$ cat src/rtl/imm_gen_stage.sv
// imm_gen_stage: registered, handshaked immediate generator for the decode pipeline.
// Takes 32-bit instruction words and produces a W-bit (XLEN) extended immediate, a
// format code and an illegal flag. A sideband tag travels with each word.
// A 2-entry skid buffer (main + skid) keeps full throughput while out_ready_i is high.
//
// Optional feature: define IMM_GEN_RVC_IMM_EN to decode compressed (RVC) immediates.
// Without it every compressed word leaves as illegal with a zero immediate.

module imm_gen_stage #(
    parameter int unsigned W     = 32,  // XLEN, 32 or 64
    parameter int unsigned TAG_W = 5
) (
    input  logic             clk,
    input  logic             rst_n,
    input  logic             in_valid_i,
    output logic             in_ready_o,
    input  logic [31:0]      in_inst_i,
    input  logic [TAG_W-1:0] in_tag_i,
    output logic             out_valid_o,
    input  logic             out_ready_i,
    output logic [W-1:0]     out_imm_o,
    output logic [2:0]       out_fmt_o,
    output logic             out_illegal_o,
    output logic [TAG_W-1:0] out_tag_o
);

    typedef enum logic [2:0] {
        FmtNone = 3'd0,
        FmtI    = 3'd1,
        FmtS    = 3'd2,
        FmtB    = 3'd3,
        FmtU    = 3'd4,
        FmtJ    = 3'd5,
        FmtZ    = 3'd6,
        FmtC    = 3'd7
    } fmt_e;

    typedef struct packed {
        logic [W-1:0]     imm;
        fmt_e             fmt;
        logic             illegal;
        logic [TAG_W-1:0] tag;
    } entry_t;

    localparam logic [6:0] OpLui    = 7'b0110111;
    localparam logic [6:0] OpAuipc  = 7'b0010111;
    localparam logic [6:0] OpJal    = 7'b1101111;
    localparam logic [6:0] OpJalr   = 7'b1100111;
    localparam logic [6:0] OpBranch = 7'b1100011;
    localparam logic [6:0] OpLoad   = 7'b0000011;
    localparam logic [6:0] OpStore  = 7'b0100011;
    localparam logic [6:0] OpOpImm  = 7'b0010011;
    localparam logic [6:0] OpOp     = 7'b0110011;
    localparam logic [6:0] OpSystem = 7'b1110011;

    // ------------------------------------------------------------------------
    // Decode
    // ------------------------------------------------------------------------
    // Every immediate is first built as a 32-bit value that is already correctly
    // extended to 32 bits (zero-extended forms have bit 31 clear), so a single
    // signed widening to W covers both sign- and zero-extension.
    logic [31:0] inst;
    logic [31:0] dec_imm32;
    fmt_e        dec_fmt;
    logic        dec_illegal;
    entry_t      dec_entry;

    assign inst = in_inst_i;

    // Combinational immediate decode of the word currently offered upstream.
    always_comb begin
        dec_imm32   = '0;
        dec_fmt     = FmtNone;
        dec_illegal = 1'b0;
        if (inst[1:0] != 2'b11) begin
`ifdef IMM_GEN_RVC_IMM_EN
            dec_fmt = FmtC;
            case ({inst[1:0], inst[15:13]})
                // C.ADDI, C.LI
                5'b01_000, 5'b01_010: begin
                    dec_imm32 = {{26{inst[12]}}, inst[12], inst[6:2]};
                end
                // C.LUI; rd == x2 is C.ADDI16SP, not decoded here
                5'b01_011: begin
                    if (inst[11:7] == 5'd2) begin
                        dec_fmt     = FmtNone;
                        dec_illegal = 1'b1;
                    end else begin
                        dec_imm32 = {{14{inst[12]}}, inst[12], inst[6:2], 12'b0};
                    end
                end
                // C.JAL, C.J
                5'b01_001, 5'b01_101: begin
                    dec_imm32 = {{20{inst[12]}}, inst[12], inst[8], inst[10:9], inst[6],
                                 inst[7], inst[2], inst[11], inst[5:3], 1'b0};
                end
                // C.BEQZ, C.BNEZ
                5'b01_110, 5'b01_111: begin
                    dec_imm32 = {{23{inst[12]}}, inst[12], inst[6:5], inst[2], inst[11:10],
                                 inst[4:3], 1'b0};
                end
                // C.LW, C.SW: unsigned word offset
                5'b00_010, 5'b00_110: begin
                    dec_imm32 = {25'b0, inst[5], inst[12:10], inst[6], 2'b0};
                end
                default: begin
                    dec_fmt     = FmtNone;
                    dec_illegal = 1'b1;
                end
            endcase
`else
            dec_illegal = 1'b1;
`endif
        end else begin
            case (inst[6:0])
                OpLui, OpAuipc: begin
                    dec_fmt   = FmtU;
                    dec_imm32 = {inst[31:12], 12'b0};
                end
                OpJal: begin
                    dec_fmt   = FmtJ;
                    dec_imm32 = {{11{inst[31]}}, inst[31], inst[19:12], inst[20],
                                 inst[30:21], 1'b0};
                end
                OpBranch: begin
                    dec_fmt   = FmtB;
                    dec_imm32 = {{19{inst[31]}}, inst[31], inst[7], inst[30:25],
                                 inst[11:8], 1'b0};
                end
                OpStore: begin
                    dec_fmt   = FmtS;
                    dec_imm32 = {{20{inst[31]}}, inst[31:25], inst[11:7]};
                end
                OpOpImm, OpJalr, OpLoad: begin
                    dec_fmt   = FmtI;
                    dec_imm32 = {{20{inst[31]}}, inst[31:20]};
                end
                OpSystem: begin
                    // funct3[2] selects the CSR immediate forms (uimm in rs1 field)
                    if (inst[14]) begin
                        dec_fmt   = FmtZ;
                        dec_imm32 = {27'b0, inst[19:15]};
                    end
                end
                OpOp: begin
                    dec_fmt = FmtNone;
                end
                default: begin
                    dec_illegal = 1'b1;
                end
            endcase
        end
    end

    assign dec_entry = '{
        imm:     W'($signed(dec_imm32)),
        fmt:     dec_fmt,
        illegal: dec_illegal,
        tag:     in_tag_i
    };

    // ------------------------------------------------------------------------
    // Skid buffer
    // ------------------------------------------------------------------------
    entry_t main_d, main_q;
    entry_t skid_d, skid_q;
    logic   out_valid_d, out_valid_q;
    logic   skid_valid_d, skid_valid_q;
    logic   xfer_in, xfer_out;

    assign in_ready_o = ~skid_valid_q;
    assign xfer_in    = in_valid_i & ~skid_valid_q;
    assign xfer_out   = out_valid_q & out_ready_i;

    // Next-state: refill main from skid first, else load main or park in skid.
    // A refill from skid never coincides with an accept since in_ready is low then.
    always_comb begin
        main_d       = main_q;
        skid_d       = skid_q;
        out_valid_d  = out_valid_q;
        skid_valid_d = skid_valid_q;
        if (xfer_out && skid_valid_q) begin
            main_d       = skid_q;
            skid_valid_d = 1'b0;
        end else if (xfer_in && (!out_valid_q || out_ready_i)) begin
            main_d      = dec_entry;
            out_valid_d = 1'b1;
        end else if (xfer_in) begin
            skid_d       = dec_entry;
            skid_valid_d = 1'b1;
        end else if (xfer_out) begin
            out_valid_d = 1'b0;
        end
    end

    // State registers with asynchronous clear.
    always_ff @(posedge clk or negedge rst_n) begin
        if (!rst_n) begin
            main_q       <= '0;
            skid_q       <= '0;
            out_valid_q  <= 1'b0;
            skid_valid_q <= 1'b0;
        end else begin
            main_q       <= main_d;
            skid_q       <= skid_d;
            out_valid_q  <= out_valid_d;
            skid_valid_q <= skid_valid_d;
        end
    end

    assign out_valid_o   = out_valid_q;
    assign out_imm_o     = main_q.imm;
    assign out_fmt_o     = main_q.fmt;
    assign out_illegal_o = main_q.illegal;
    assign out_tag_o     = main_q.tag;

`ifndef SYNTHESIS
    // A stalled output entry must stay put until it is taken.
    a_hold_on_stall : assert property (@(posedge clk) disable iff (!rst_n)
        out_valid_q && !out_ready_i |=> out_valid_q && $stable(main_q));

    // The skid slot is only ever used behind an occupied main slot.
    a_skid_behind_main : assert property (@(posedge clk) disable iff (!rst_n)
        skid_valid_q |-> out_valid_q);
`endif

endmodule

$ cat config.mk
export PLATFORM = sky130hd
export DESIGN_NAME = imm_gen_stage
export DESIGN_NICKNAME = d
export VERILOG_FILES = /design/src/rtl/imm_gen_stage.sv
export SDC_FILE = /design/constraint.sdc
export NUM_CORES = 1
export LEC_CHECK = 0
export CAP_MARGIN = 30
export CORE_UTILIZATION = 51
export CTS_CLUSTER_SIZE = 12
export DETAILED_ROUTE_END_ITERATION = 16
export PLACE_DENSITY = 0.9
export SYNTH_ARGS = -nofsm -noshare
export SYNTH_HDL_FRONTEND = slang
export SYNTH_SLANG_ARGS = --single-unit
$ cat constraint.sdc
create_clock -name clk -period 2.3 [get_ports clk]
set_clock_uncertainty 0.2 [all_clocks]
set_input_delay 0.345 -clock clk [delete_from_list [all_inputs] [get_ports clk]]
set_output_delay 0.345 -clock clk [all_outputs]
set_load 0.05 [all_outputs]
After elaboration in Yosys (flattened, before gate mapping)
Index checks and enable logic that the tools add are counted.

Equal/unequal tests: 13. Muxes and demuxes: 16. Bitwise operators: 5. Reduce and logical (&&, ||, !) cells: 13.

Operators with widths (number): case mux 32 bit (6 select lines) (1); two-way mux 41 bit (2); two-way mux 32 bit (1); equality test 7 bit (second input constant) (4); equality test 7 x 6 -> 1 bit (second input constant) (3); case mux 3 bit (6 select lines) (1); equality test 7 x 5 -> 1 bit (second input constant) (2); OR reduction 10 bit (1); two-way mux 1 bit (8); equality test 7 x 2 -> 1 bit (second input constant) (1); two-way mux 3 bit (2); AND reduction 3 bit (2); nonzero test 2 bit (3); two-way mux 5 bit (1); != test 2 bit (second input constant) (2); NOT 1 bit (3); OR reduction 3 bit (1); bitwise AND 1 bit (2); logical AND 1 bit (2); != test 2 x 1 -> 1 bit (second input constant) (1); AND reduction 2 bit (1); OR reduction 2 bit (1); zero test 1 bit (1); logical OR 1 bit (1).

Register bits after elaboration: 84. Bits of input ports: 41. Output and inout port bits: 43.

Logic depth before layout (Yosys ltp)
Depth after elaboration: 6. Depth in mapped cells: 7. Depth with buffers taken out: 4.

Worst setup path before layout
OpenSTA, ideal clock, no wires.

Path type: register to register. Start: register out_valid_q (netlist: out_valid_o). End: register skid_q[23] (netlist bit). Setup time: 0.126 ns. Arrival time: 1.743 ns. Setup slack: 0.231 ns. Cell stages (with the launch flop): 6. Path buffers: 2. Period minus slack after synthesis: 2.069 ns. Path through: dfrtp_1 -> buf_2 -> and2b_4 -> nand3_4 -> buf_2 -> a221o_1.

Word-level cells in the longest chain between the ends: 5. Elaborated cells on any way between the ends: 8. Classes of those cells: bitwise (3); reduce/logical (5).

Ends and longest elaborated chain: start: declaration (line 167) `logic out_valid_d, out_valid_q;`; start signal: assignment (line 206) `out_valid_q <= out_valid_d;`; zero test 1 bit (line 185) `end else if (xfer_in && (!out_valid_q || out_ready_i)) begin`; logical OR 1 bit (line 185); logical AND 1 bit (line 185); NOT 1 bit (no line); AND reduction 3 bit (no line) (*); end signal: assignment (line 205) `skid_q <= skid_d;`; end: declaration (line 166) `entry_t skid_d, skid_q;`.

Mark *: on every way between the ends. The rest lies on a longest branch, timed or not. A chain may end at the register's enable or synchronous reset.

Final worst setup path
Start: register main_q (netlist bit out_imm_o[15]). End: output out_imm_o[15].

RTL lines: start: declaration (line 165) `entry_t main_d, main_q;`; start signal: assignment (line 204) `main_q <= main_d;`; end: declaration (line 21) `output logic [W-1:0] out_imm_o,`.

No word-level cell between the ends.

==> metrics.md <==
| Metric | Value |
|---|---|
| Syn Area/Cell | 10.3 µm² |
| Via count | 3629 |
| Ant diodes | 0 |
| Final worst slack | 0.167 ns |
| Reg2reg path depth | 4 |
| Worst min path class | input pin to asynchronous set/reset pin |
| Global route total overflow | 0 |
| Resized cells post-CTS | 0 |
| Switching share of power | 43.4% |
| Cell count after synthesis | 389 |
| Gr usage total | 28.5% |
| Element type at the critical path start | flip-flop |
| Clk slew on worst S/H paths | 0.09 ns |
| CTS tree | built |
| Clk_lat worst skew | 0.35 ns |
| FMAX | 469 MHz |
| Core area | 7410 µm² |
| Cells after DPL | 569 |
| Vias per cell | 6.19 |
| Initial antenna violation count | 0 |
| Leakage | 2.47 nW |
| Outcome | complete, no violations |
| Final period util | 92.7% |
| DR iter-0 viols | 321 |
| Layout Cell Area excl Fill | 5270 µm² |
| Pin count of the biggest net entering global routing | 39 |
| Distinct cells, synth | 50 |
| Die H | 90.7 µm |
| Crit-path max FO | 3 |
| Max stage delay on crit path | 0.84 ns |
| Rows | 31 |
| Post-synth top area share | 52.4% |
| H-Tree Depth | 3 |
| Worst slew pin tran | 0.640 ns |
| Sequential cell fraction of total power | 38.5% |
| Worst Path Class, Setup | flip-flop to primary output |
| First-pass GRT wire length | 18400 µm |
| RSZ-0062 raised after global routing | no |
| Final GP Congestion | 0.908 |
| Data required time of the worst path | 1.75 ns |
| Residual DRC | 0 |
| Vias in the first global route | 3597 |
| Pins over their slew limit | 0 |
| Max-cap viol count | 0 |
| Area of placed instances | 5090 µm² |
| Combinational Power Share | 44.6% |
| WL/cell | 18.8 µm |
| Netlist Area Pre-Place | 4010 µm² |
| Place WS | 0.000892 ns |
| Fin cells | 586 |
| WP depth | 1 |
| Register area share after synthesis | 52.4% |
| CP Capture Type | primary output |
| Net Switching | 2.46 mW |
| Worst vdd ir | 0.726 mV |
| Pwr Density | 1080 nW/µm² |
| Async SR Flop Fraction | 100% |
| Critical-path cell list | clkdlybuf4s50_1 |
| Synth Warn # | 0 |
| Clock power frac | 16.8% |
| Clock root cell | clkbuf_8 |
| CP bufs+invs | 1 |
| Internal Power | 3.21 mW |
| Post-synth EDFFs | 0 |
| Chip width | 90.7 µm |
| Period minus WS final | 2.13 ns |
| CP max stage cell | clkdlybuf4s50_1 |
| Area contributors post-synth | dfrtp_1 52%, nand2_1 5.4%, a22o_1 4.6%, o21ai_0 3.1%, nand3_1 3.0% |
| Max Root-Sink Buffers | 2 |
| Final nets | 523 |
| Synth Register Bits | 84 |
| Slew margin rel. | 57.2% |
| Endpoints failing setup | 0 |
| Fraction of layout cells with a size suffix above 1 | 12.3% |
| CTS sink cnt | 84 |
| Setup Total Neg Slack | 0 ns |
| Final antenna-violating net count | 0 |
| Main flop type after synthesis | dfrtp_1 |
| Synth area leader | dfrtp_1 |
| Detailed Routing Iterations Pass 1 | 7 |
| Initial Utilization | 54.1% |
| Die Area | 8220 µm² |
| Final hold violations | 0 |
| WP data arrival | 1.59 ns |
| Total power | 5.67 mW |
| WL final | 11000 µm |
| IO Count | 84 |
| Syn Nets | 430 |
| Detail Placement HPWL | 7980 µm |
| Top delay family on crit path | buffers and inverters |
| Syn-to-layout area delta | 31.5% |
| TritonCTS buffer count | 9 |
| PortBufs | 83 |
cell usage after synthesis (3+ instances only):
library cell / count
a221o_1: 9
nand3_1: 24
a211o_1: 9
inv_1: 15
nand2b_1: 3
nor2_1: 16
o21ai_0: 25
and2_1: 4
a32o_1: 3
buf_2: 19
nand2_1: 58
a22oi_1: 14
a21oi_1: 10
a21o_1: 9
a222oi_1: 11
dfrtp_1: 84
a22o_1: 21
clkbuf_1: 8
o221ai_1: 8
and3_1: 3
nand3b_1: 3
layout by cell type, fill, tap and decap left out, drive strengths merged, types with 4 or more instances in the layout:
| cell type | count |
|---|---|
| a22o | 21 |
| a21oi | 12 |
| a221o | 9 |
| a222oi | 11 |
| dfrtp | 84 |
| a21o | 9 |
| clkbuf | 10 |
| and2 | 4 |
| nand3 | 26 |
| o21ai | 27 |
| clkdlybuf4s50 | 80 |
| buf | 30 |
| nor2 | 17 |
| o221ai | 8 |
| inv | 17 |
| nand2 | 58 |
| a22oi | 14 |
| a211o | 9 |
sequential cells by signal (all words and copies together), names as in the netlist:
| register | count |
|---|---|
| out_imm_o | 32 |
| skid_q | 41 |
| skid_valid_q | 1 |
| out_illegal_o | 1 |
| out_tag_o | 5 |
| out_fmt_o | 3 |
| out_valid_o | 1 |
routing by layer:
layer  track usage [%]  up-vias  share of wire, %
li1                  -     1635                 -
met1              39.8     1790                42
met2              45.7      183                49
met3              5.05       21               7.1
met4              8.20        0               1.7
met5                 0        -                 0
metrics by stage:
step | hold slack [ns] | util (%)
after global routing | 0.314 | 71.2
after floorplan | -0.151 | -
final | 0.256 | 71.2
after global placement | 0.0986 | 68.7
after detailed placement | 0.104 | 68.7
after CTS | 0.269 | 71.2
kinds of logic (layout without fill, tap and decap cells):
family / after synthesis / after routing / synth area share [%]
compound gates: 134 / 134 / 26.7
buf+inv: 45 / 143 / 4.90
flops: 84 / 84 / 52.4
mux: 2 / 2 / 0.530
simple gates: 124 / 124 / 15.4
final timing paths:
| check | startpoint | endpoint | slack, ns |
|---|---|---|---|
| max | out_imm_o[15] | out_imm_o[15] | 0.17 |
| max in group asynchronous | rst_n | skid_q[11] | 1.04 |
| max reg2reg | skid_valid_q | out_imm_o[12] | 0.17 |
| min in group clk | out_tag_o[4] | out_tag_o[4] | 0.28 |
| min reg2reg | out_tag_o[4] | out_tag_o[4] | 0.28 |
| min | rst_n | out_imm_o[17] | 0.26 |
what timing repair did:
action,in CTS,in global routing
buffers inserted,0,0
endpoints found under the hold margin,28,0
hold buffers,1,0
power groups by stage:
| stage | logic (mW) | registers [mW] | clock network (mW) |
|---|---|---|---|
| floorplan | 0.916 | 2.87 | 0 |
| global placement | 2.47 | 2.18 | 0 |
| detailed placement | 2.53 | 2.20 | 0 |
| CTS | 2.54 | 2.18 | 0.967 |
| global route | 2.68 | 2.24 | 1.01 |
| finish | 2.53 | 2.19 | 0.956 |
cell type report:
type                    count  area (µm²)
inverters                  16        60.1
fillers                   546        2140
well taps                  99         124
repair buffers            111        1100
multi-input cells         260        1710
clock inverters             6        48.8
clock buffers              10         128
flip-flops and latches     84        2100
No activity file was read; power rests on OpenSTA's default activity.
